**src/rtl/my_sys_mem_test_master_if.sv**
```systemverilog
// Avalon-MM link between the memory test master and on-chip RAM slave s1.
// Ports: address/chipselect/clken/write/writedata/byteenable (master -> RAM),
//        readdata (RAM -> master, valid one cycle after a read strobe).
interface my_sys_mem_test_master_if #(
  parameter int ADDR_W = 8,
  parameter int DATA_W = 32
);
  logic [ADDR_W-1:0]   address;
  logic                chipselect;
  logic                clken;
  logic                write;
  logic [DATA_W-1:0]   writedata;
  logic [DATA_W/8-1:0] byteenable;
  logic [DATA_W-1:0]   readdata;

  modport master (
    output address, chipselect, clken, write, writedata, byteenable,
    input  readdata
  );

  modport slave (
    input  address, chipselect, clken, write, writedata, byteenable,
    output readdata
  );
endinterface

```
**src/rtl/my_sys_mem_test_master.sv**
```systemverilog
// Memory self-test master: writes seed+i to base..base+N-1, reads back, counts mismatches.
// Latency: done pulses 2N+2 cycles after the accepted start (1 cycle when N=0).
// Backpressure: none; s1 has no waitrequest, so one access per cycle; start ignored unless idle.
// Ports: clk, reset_n (async active-low); start/base_addr/word_count/seed sampled with start;
//        busy/done/pass/err_count/first_err_addr status; mem = Avalon-MM master to RAM.
module my_sys_mem_test_master #(
  parameter int ADDR_W = 8,
  parameter int DATA_W = 32
) (
  input  logic                     clk,
  input  logic                     reset_n,
  input  logic                     start,
  input  logic [ADDR_W-1:0]        base_addr,
  input  logic [ADDR_W:0]          word_count,
  input  logic [DATA_W-1:0]        seed,
  output logic                     busy,
  output logic                     done,
  output logic                     pass,
  output logic [ADDR_W:0]          err_count,
  output logic [ADDR_W-1:0]        first_err_addr,
  my_sys_mem_test_master_if.master mem
);

  typedef enum logic [2:0] {IDLE, WRITE, READ, DRAIN, DONE} state_t;

  localparam logic [ADDR_W:0] ONE   = (ADDR_W+1)'(1);
  localparam logic [ADDR_W:0] MAX_N = ONE << ADDR_W;

  state_t              state_q, state_d;
  logic [ADDR_W:0]     idx_q, idx_d;       // index of the access currently on the bus
  logic [ADDR_W:0]     n_q, n_d;
  logic [ADDR_W-1:0]   base_q, base_d;
  logic [DATA_W-1:0]   seed_q, seed_d;
  logic [DATA_W-1:0]   exp_q, exp_d;       // pattern word for the read on the bus
  logic                cmp_vld_q, cmp_vld_d;
  logic [DATA_W-1:0]   cmp_exp_q, cmp_exp_d;
  logic [ADDR_W-1:0]   cmp_addr_q, cmp_addr_d;
  logic [ADDR_W-1:0]   address_q, address_d;
  logic [DATA_W-1:0]   writedata_q, writedata_d;
  logic                chipselect_q, chipselect_d;
  logic                write_q, write_d;
  logic                busy_d, done_d, pass_d;
  logic [ADDR_W:0]     err_d;
  logic [ADDR_W-1:0]   first_d;
  logic [ADDR_W:0]     n_req;
  logic                last;

  assign mem.address    = address_q;
  assign mem.chipselect = chipselect_q;
  assign mem.clken      = busy;
  assign mem.write      = write_q;
  assign mem.writedata  = writedata_q;
  assign mem.byteenable = '1;

  assign n_req = (word_count > MAX_N) ? MAX_N : word_count;
  assign last  = (idx_q == n_q - ONE);

  always_comb begin
    state_d      = state_q;
    idx_d        = idx_q;
    n_d          = n_q;
    base_d       = base_q;
    seed_d       = seed_q;
    exp_d        = exp_q;
    cmp_vld_d    = 1'b0;
    cmp_exp_d    = cmp_exp_q;
    cmp_addr_d   = cmp_addr_q;
    address_d    = address_q;
    writedata_d  = writedata_q;
    chipselect_d = chipselect_q;
    write_d      = write_q;
    busy_d       = busy;
    done_d       = 1'b0;
    pass_d       = pass;
    err_d        = err_count;
    first_d      = first_err_addr;

    // readdata belongs to the read strobed in the previous cycle
    if (cmp_vld_q && (mem.readdata != cmp_exp_q)) begin
      err_d = err_count + ONE;
      if (err_count == '0) first_d = cmp_addr_q;
    end

    unique case (state_q)
      IDLE: begin
        if (start) begin
          n_d     = n_req;
          base_d  = base_addr;
          seed_d  = seed;
          err_d   = '0;
          first_d = '0;
          pass_d  = 1'b0;
          if (n_req == '0) begin
            state_d = DONE;
            done_d  = 1'b1;
            pass_d  = 1'b1;
          end else begin
            state_d      = WRITE;
            idx_d        = '0;
            address_d    = base_addr;
            writedata_d  = seed;
            chipselect_d = 1'b1;
            write_d      = 1'b1;
            busy_d       = 1'b1;
          end
        end
      end
      WRITE: begin
        if (last) begin
          state_d   = READ;
          idx_d     = '0;
          address_d = base_q;
          exp_d     = seed_q;
          write_d   = 1'b0;
        end else begin
          idx_d       = idx_q + ONE;
          address_d   = address_q + ADDR_W'(1);
          writedata_d = writedata_q + DATA_W'(1);
        end
      end
      READ: begin
        cmp_vld_d  = 1'b1;
        cmp_exp_d  = exp_q;
        cmp_addr_d = address_q;
        if (last) begin
          state_d      = DRAIN;
          chipselect_d = 1'b0;
        end else begin
          idx_d     = idx_q + ONE;
          address_d = address_q + ADDR_W'(1);
          exp_d     = exp_q + DATA_W'(1);
        end
      end
      DRAIN: begin
        state_d = DONE;
        busy_d  = 1'b0;
        done_d  = 1'b1;
        pass_d  = (err_d == '0);
      end
      DONE: begin
        state_d = IDLE;
      end
      default: begin
        state_d = IDLE;
      end
    endcase
  end

  always_ff @(posedge clk or negedge reset_n) begin
    if (!reset_n) begin
      state_q        <= IDLE;
      idx_q          <= '0;
      n_q            <= '0;
      base_q         <= '0;
      seed_q         <= '0;
      exp_q          <= '0;
      cmp_vld_q      <= 1'b0;
      cmp_exp_q      <= '0;
      cmp_addr_q     <= '0;
      address_q      <= '0;
      writedata_q    <= '0;
      chipselect_q   <= 1'b0;
      write_q        <= 1'b0;
      busy           <= 1'b0;
      done           <= 1'b0;
      pass           <= 1'b0;
      err_count      <= '0;
      first_err_addr <= '0;
    end else begin
      state_q        <= state_d;
      idx_q          <= idx_d;
      n_q            <= n_d;
      base_q         <= base_d;
      seed_q         <= seed_d;
      exp_q          <= exp_d;
      cmp_vld_q      <= cmp_vld_d;
      cmp_exp_q      <= cmp_exp_d;
      cmp_addr_q     <= cmp_addr_d;
      address_q      <= address_d;
      writedata_q    <= writedata_d;
      chipselect_q   <= chipselect_d;
      write_q        <= write_d;
      busy           <= busy_d;
      done           <= done_d;
      pass           <= pass_d;
      err_count      <= err_d;
      first_err_addr <= first_d;
    end
  end

endmodule

```
**src/flat_wrapper.sv**
```systemverilog
// flat-port wrapper written by rule: the top's interface ports become plain ports
module my_sys_mem_test_master_flat 
#(
  parameter int ADDR_W = 8,
  parameter int DATA_W = 32
)
  (clk, reset_n, start, base_addr, word_count, seed, busy, done, pass, err_count, first_err_addr, mem_address, mem_chipselect, mem_clken, mem_write, mem_writedata, mem_byteenable, mem_readdata);
  my_sys_mem_test_master_if #(.ADDR_W(ADDR_W), .DATA_W(DATA_W)) mem_i ();
  input  logic clk;
  input  logic reset_n;
  input  logic start;
  input  logic [ADDR_W-1:0] base_addr;
  input  logic [ADDR_W:0] word_count;
  input  logic [DATA_W-1:0] seed;
  output logic busy;
  output logic done;
  output logic pass;
  output logic [ADDR_W:0] err_count;
  output logic [ADDR_W-1:0] first_err_addr;
  output wire logic [$bits(mem_i.address)-1:0] mem_address;
  output wire logic [$bits(mem_i.chipselect)-1:0] mem_chipselect;
  output wire logic [$bits(mem_i.clken)-1:0] mem_clken;
  output wire logic [$bits(mem_i.write)-1:0] mem_write;
  output wire logic [$bits(mem_i.writedata)-1:0] mem_writedata;
  output wire logic [$bits(mem_i.byteenable)-1:0] mem_byteenable;
  input wire logic [$bits(mem_i.readdata)-1:0] mem_readdata;
  assign mem_address = mem_i.address;
  assign mem_chipselect = mem_i.chipselect;
  assign mem_clken = mem_i.clken;
  assign mem_write = mem_i.write;
  assign mem_writedata = mem_i.writedata;
  assign mem_byteenable = mem_i.byteenable;
  assign mem_i.readdata = mem_readdata;
  my_sys_mem_test_master #(.ADDR_W(ADDR_W), .DATA_W(DATA_W)) u_core (.clk(clk), .reset_n(reset_n), .start(start), .base_addr(base_addr), .word_count(word_count), .seed(seed), .busy(busy), .done(done), .pass(pass), .err_count(err_count), .first_err_addr(first_err_addr), .mem(mem_i));
endmodule
```
**config.mk**
```make
export PLATFORM = sky130hd
export DESIGN_NAME = my_sys_mem_test_master_flat
export DESIGN_NICKNAME = d
export VERILOG_FILES = /design/src/rtl/my_sys_mem_test_master_if.sv /design/src/rtl/my_sys_mem_test_master.sv /design/src/flat_wrapper.sv
export SDC_FILE = /design/constraint.sdc
export NUM_CORES = 1
export LEC_CHECK = 0
export CAP_MARGIN = 20
export CORE_MARGIN = 2
export CORE_UTILIZATION = 38
export CTS_CLUSTER_DIAMETER = 40
export DETAILED_ROUTE_END_ITERATION = 16
export PLACE_DENSITY_LB_ADDON = 0.15
export SLEW_MARGIN = 20
export SYNTH_ARGS = -nofsm -noshare
export SYNTH_HDL_FRONTEND = slang
export SYNTH_SLANG_ARGS = --single-unit
```
**constraint.sdc**
```tcl
create_clock -name clk -period 2.6 [get_ports clk]
set_input_delay 0.39 -clock clk [delete_from_list [all_inputs] [get_ports clk]]
set_output_delay 0.39 -clock clk [all_outputs]
set_load 0.01 [all_outputs]
```
# [Word level (Yosys, flattened, before mapping)]
# Index checks and enable logic that the tools add are counted.
[totals] output_inout_bits=67 word_cells=97 inputBits=84 ff_bits=196
[op_classes] add_sub_neg=6 n_reduce_logical=19 eq_ne=11 magnitude_cmp=1 mux=42
[ops] operator="2-to-1 mux 32 bit" count=5
[ops] operator="one-hot mux 32 bit (2 select lines)" count=2
[ops] operator="2-to-1 mux 9 bit" count=8
[ops] operator="adder 32 x 1 -> 32 bit, second input constant" count=2
[ops] operator="2-to-1 mux 8 bit" count=8
[ops] operator="!= test 32 bit" count=1
[ops] operator="zero test 9 bit" count=3
[ops] operator="one-hot mux 9 bit (3 select lines)" count=1
[ops] operator="one-hot mux 8 bit (3 select lines)" count=1
[ops] operator="adder 9 x 1 -> 9 bit, second input constant" count=2
[ops] operator="AND reduction 4 bit" count=4
[ops] operator="2-to-1 mux 3 bit" count=4
[ops] operator="one-hot mux 3 bit (4 select lines)" count=1
[ops] operator="one-hot mux 1 bit (2 select lines)" count=5
[ops] operator="equality test 9 bit" count=1
[ops] operator="greater-than comparator 9 bit, second input constant" count=1
[ops] operator="AND reduction 3 bit" count=3
[ops] operator="subtractor 9 x 1 -> 9 bit, second input constant" count=1
[ops] operator="adder 8 x 1 -> 8 bit, second input constant" count=1
[ops] operator="!= test 2 bit, second input constant" count=4
[ops] operator="nonzero test 2 bit" count=4
[ops] operator="2-to-1 mux 1 bit" count=7
[ops] operator="equality test 3 x 2 -> 1 bit, second input constant" count=2
[ops] operator="!= test 2 x 1 -> 1 bit, second input constant" count=2
[ops] operator="other kinds (5)" count=6

# [Logic depth before layout (Yosys ltp)]
[depth] ltp_word=6 depth_mapped=12 mapped_depth_nobuf=9

# [Least setup slack after synthesis]
# Ideal clock, no wire load.
[synth_path] path_kind="register to register" startpoint="reg u_core.n_q[2]" endpoint="reg u_core.address_q[6], in the netlist u_core.mem.address[6]" setup_time_ps=125 synth_period_minus_slack_ps=2591 path_stages_with_launch=9 path_buffers=2 arrival_ps=2466 setup_slack_ps=9 path_cell_list="dfrtp_1 -> buf_6 -> or4_4 -> a2111oi_4 -> nor2_2 -> a211o_1 -> buf_6 -> a211oi_4 -> mux2_2"
[synth_between] elab_chain_len=4 word_cells_on_any_way=6 classes_between="add/sub (1); eq/ne (2); mux (2); reduce/logical (1)"
[synth_rtl] item="start, declared" line="my_sys_mem_test_master.sv:31" text="logic [ADDR_W:0] n_q, n_d;"
[synth_rtl] item="start signal, assigned" line="my_sys_mem_test_master.sv:172" text="n_q <= n_d;"
[synth_rtl] item="subtractor 9 x 1 -> 9 bit (*)" line="my_sys_mem_test_master.sv:56" text="assign last = (idx_q == n_q - ONE);"
[synth_rtl] item="equality test 9 bit (*)" line="my_sys_mem_test_master.sv:56"
[synth_rtl] item="2-to-1 mux 8 bit / != test 2 bit (equally long branches)"
[synth_rtl] item="one-hot mux 8 bit (3 select lines) / AND reduction 4 bit (equally long branches)"
[synth_rtl] item="end signal, assigned" line="my_sys_mem_test_master.sv:179" text="address_q <= address_d;"
[synth_rtl] item="end, declared" line="my_sys_mem_test_master.sv:38" text="logic [ADDR_W-1:0] address_q, address_d;"
# Mark *: on every way between the ends. The rest lies on a longest branch, timed or not.
# A chain may end at the register's enable or synchronous reset.

# [Worst setup path after layout]
[layout_path] startpoint="reg u_core.n_q[0]" endpoint="reg u_core.address_q[7], in the netlist u_core.mem.address[7]"
# Same word-level chain as after synthesis.

==> results.toml <==
[synth]
synth_area_mm2 = 0.0104
synth_seq_cells = 196
yosysSeqAreaShare_pct = 47.1
ys_top_cells_by_count = "nand2_1, dfrtp_1, o21ai_0, nor2_1, a21oi_1"
synth_cell_types = 75
syn_inst = 1228
synth_warnings = 0
synth.area.top_cells = "dfrtp_1, nand2_1, o21ai_0"
synth_edf_count = 0
synth_most_common_cell = "nand2_1"
synth_top_area_share_pct = 47.1
ys_async_sr_fraction_pct = 100
avgSynthCellArea_um2 = 8.47
synth_flop_cell = "dfrtp_1"
synth_top_cell_by_area = "dfrtp_1"

[finish]
seq_area_mm2 = 0.00490
nets = 1509
fin_util_pct = 50.7
multi_input_area_mm2 = 0.00528
layout-drive-gt1-share_pct = 12.3
areaGrowthSynthToFinish_pct = 31.3
fin_area_mm2 = 0.0137
n_antenna_cell = 0
nFillCells = 2504

[critical_path]
crit_start = "u_core.n_q[0]"
worstPathRequired_ps = 2910
worstPathMaxFanout = 7
worstSetupStartpointType = "flop"
cp.arrival_ps = 3050
crit_path_end_kind = "flop"
critPathMaxStageDelay_ps = 560
crit_chain = "or4_4, a2111oi_4, nor2_4, a211o_1, buf_12, mux2_4, a222oi_1, o22ai_1"
worstReg2RegEnd = "u_core.mem.address[7]"
r2r_slack_ps = -130
crit_type = "flop to flop"
critPathBufInv = 1
r2r_start = "u_core.n_q[0]"
r2r_cells = 8
critical-path-top-delay-family = "compound AO/OA/AOI/OAI gates"
cpMaxStageDelayCell = "or4_4"

[timing]
clock_skew_ps = 15.6
slew_viol_final = 0
fmax_mhz = 366
relSlewSlack_pct = 48.2
post-route-period-util_pct = 105
postLayoutSetupSlackWorst_ps = -134
hold_violations = 0
setup_viol = 29
worstMarginPinSlew_ps = 777
rsz0062_at_grt = "true"
fin_crit_ps = 2730

[route]
vias = 9617
avgViaCountPerCell = 5.43
wl_per_cell_um = 17.7
firstDrtPassIters = 5
route.antenna.remaining_nets = 0
drc = 0
wirelength_um = 31300
first_iter_violations = 830

[grt]
grt_max_degree = 70
grt_pass1_vias = 9269
grt_usage_pct = 22.1
grt_pass1_wl_um = 50600
gr-total-overflow = 0
antenna_found_initial = 0

[floorplan]
die_w_um = 169
core_area_mm2 = 0.0270
die_area_mm2 = 0.0287
die_h_um = 169
start_util_pct = 38.6
rows = 60
io_pins = 151

[clock_tree]
cts-root-buf = "clkbuf_16"
cts_buffer_depth = 2
cts_max_level = 4
clkTransAtPathRegs_ps = 80
tritoncts = "built"
insertion_delay_ps = 450
numCtsBuffers = 17
cts_sinks = 196

[place]
dp_hpwl_um = 21700
gp_congestion = 0.854
io_buffers = 146
dpl_cell_area_mm2 = 0.0127

[power_and_ir_drop]
p_leak_nw = 6.23
irDropWorstVdd_uv = 449
power.density_mw_per_mm2 = 933

[outcome]
violations = "setup timing"
status = "finished, violations left"

[worst_hold_path]
hold_path.class = "input port to async pin"

[job]
maxCapViolCount = 0
==> registers in the layout, indices dropped and copies added, names as in the netlist <==
register               flops
u_core.base_q              8
u_core.busy                1
u_core.cmp_addr_q          8
u_core.cmp_exp_q          32
u_core.cmp_vld_q           1
u_core.done                1
u_core.err_count           9
u_core.exp_q              32
u_core.first_err_addr      8
u_core.idx_q               9
u_core.mem.address         8
u_core.mem.chipselect      1
u_core.mem.write           1
u_core.mem.writedata      32
u_core.n_q                 9
u_core.pass                1
u_core.seed_q             32
u_core.state_q             3
==> cell usage in the layout (no fill, tap or decap), types with 9 or more instances in the layout <==
cell	n
buf_4	70
o21ai_0	78
nor4_1	17
buf_6	11
mux2i_1	18
nand2_1	327
xor2_1	41
nand3_1	35
buf_12	12
nor2_1	84
nor3_1	31
a31oi_1	13
nand3b_1	14
inv_1	18
dfrtp_1	196
a21oi_1	69
clkdlybuf4s50_1	145
nand4_1	9
xnor2_1	14
o21ai_1	10
and3_1	25
clkbuf_16	17
o22ai_1	18
==> cell families (layout without fill, tap and decap cells) <==
group           Yosys count  count (layout)  synth area share (%)
other cells               1               4                0.0360
buf+inv                  92             292                  3.97
fa+ha+maj                 7               7                 0.842
mux                      20              20                  1.98
compound gates          268             268                  16.2
simple gates            589             589                  25.2
flops                   196             196                  47.1
xor+xnor                 55              55                  4.63
==> per-stage QoR <==
| step | cells | total power, mW | setup TNS [ps] | hold WS (ps) | setup WS, ps |
|---|---|---|---|---|---|
| finish | 1772 | 12.8 | -1320 | 450 | -134 |
| CTS | 1770 | 12.8 | -1420 | 471 | -126 |
| global route | 1772 | 13.6 | -9590 | 490 | -217 |
| global placement | 1723 | 9.68 | -7710 | 387 | -384 |
| floorplan | 1231 | 7.52 | 0 | 94.4 | 9.02 |
| detailed placement | 1723 | 9.77 | -10230 | 392 | -535 |
==> worst max path at each step <==
stage / cells after the start / end
4_1_cts: 8 / u_core.mem.address[7]
2_1_floorplan: 8 / u_core.mem.address[6]
5_1_grt: 14 / u_core.exp_q[27]
3_3_place_gp: 8 / u_core.first_err_addr[4]
6_report: 8 / u_core.mem.address[7]
3_5_place_dp: 9 / u_core.pass
==> power breakdown <==
part	total (mW)	leakage, nW	internal [mW]	switching [mW]
logic	4.90	3.41	2.41	2.49
clock network	2.75	0.294	1.39	1.36
registers	5.10	2.52	4.01	1.09
==> final cells by class <==
type	instances	area share, %
Sequential cell	196	35.9
Clock buffer	17	3.11
Multi-Input combinational cell	943	38.6
Timing Repair Buffer	241	17.4
Clock inverter	15	1.33
Tap cell	341	3.12
Inverter	19	0.522
==> layer usage <==
layer,wire [µm],up-vias,track usage (%)
met5,0,-,0
met4,455,0,6.21
met2,13600,333,32.6
met1,15400,4599,33.3
li1,-,4646,-
met3,1870,39,3.78
==> repair_timing <==
item | CTS | global route
setup buffers | 13 | 2
endpoints found under the setup margin | 78 | 77
gates cloned | 1 | 0
hold buffers | 1 | 0
pin swaps | 14 | 1
hold endpoints to repair | 51 | 0
resized for setup | 46 | 7
Note: power is estimated with default switching activity, not from simulation.
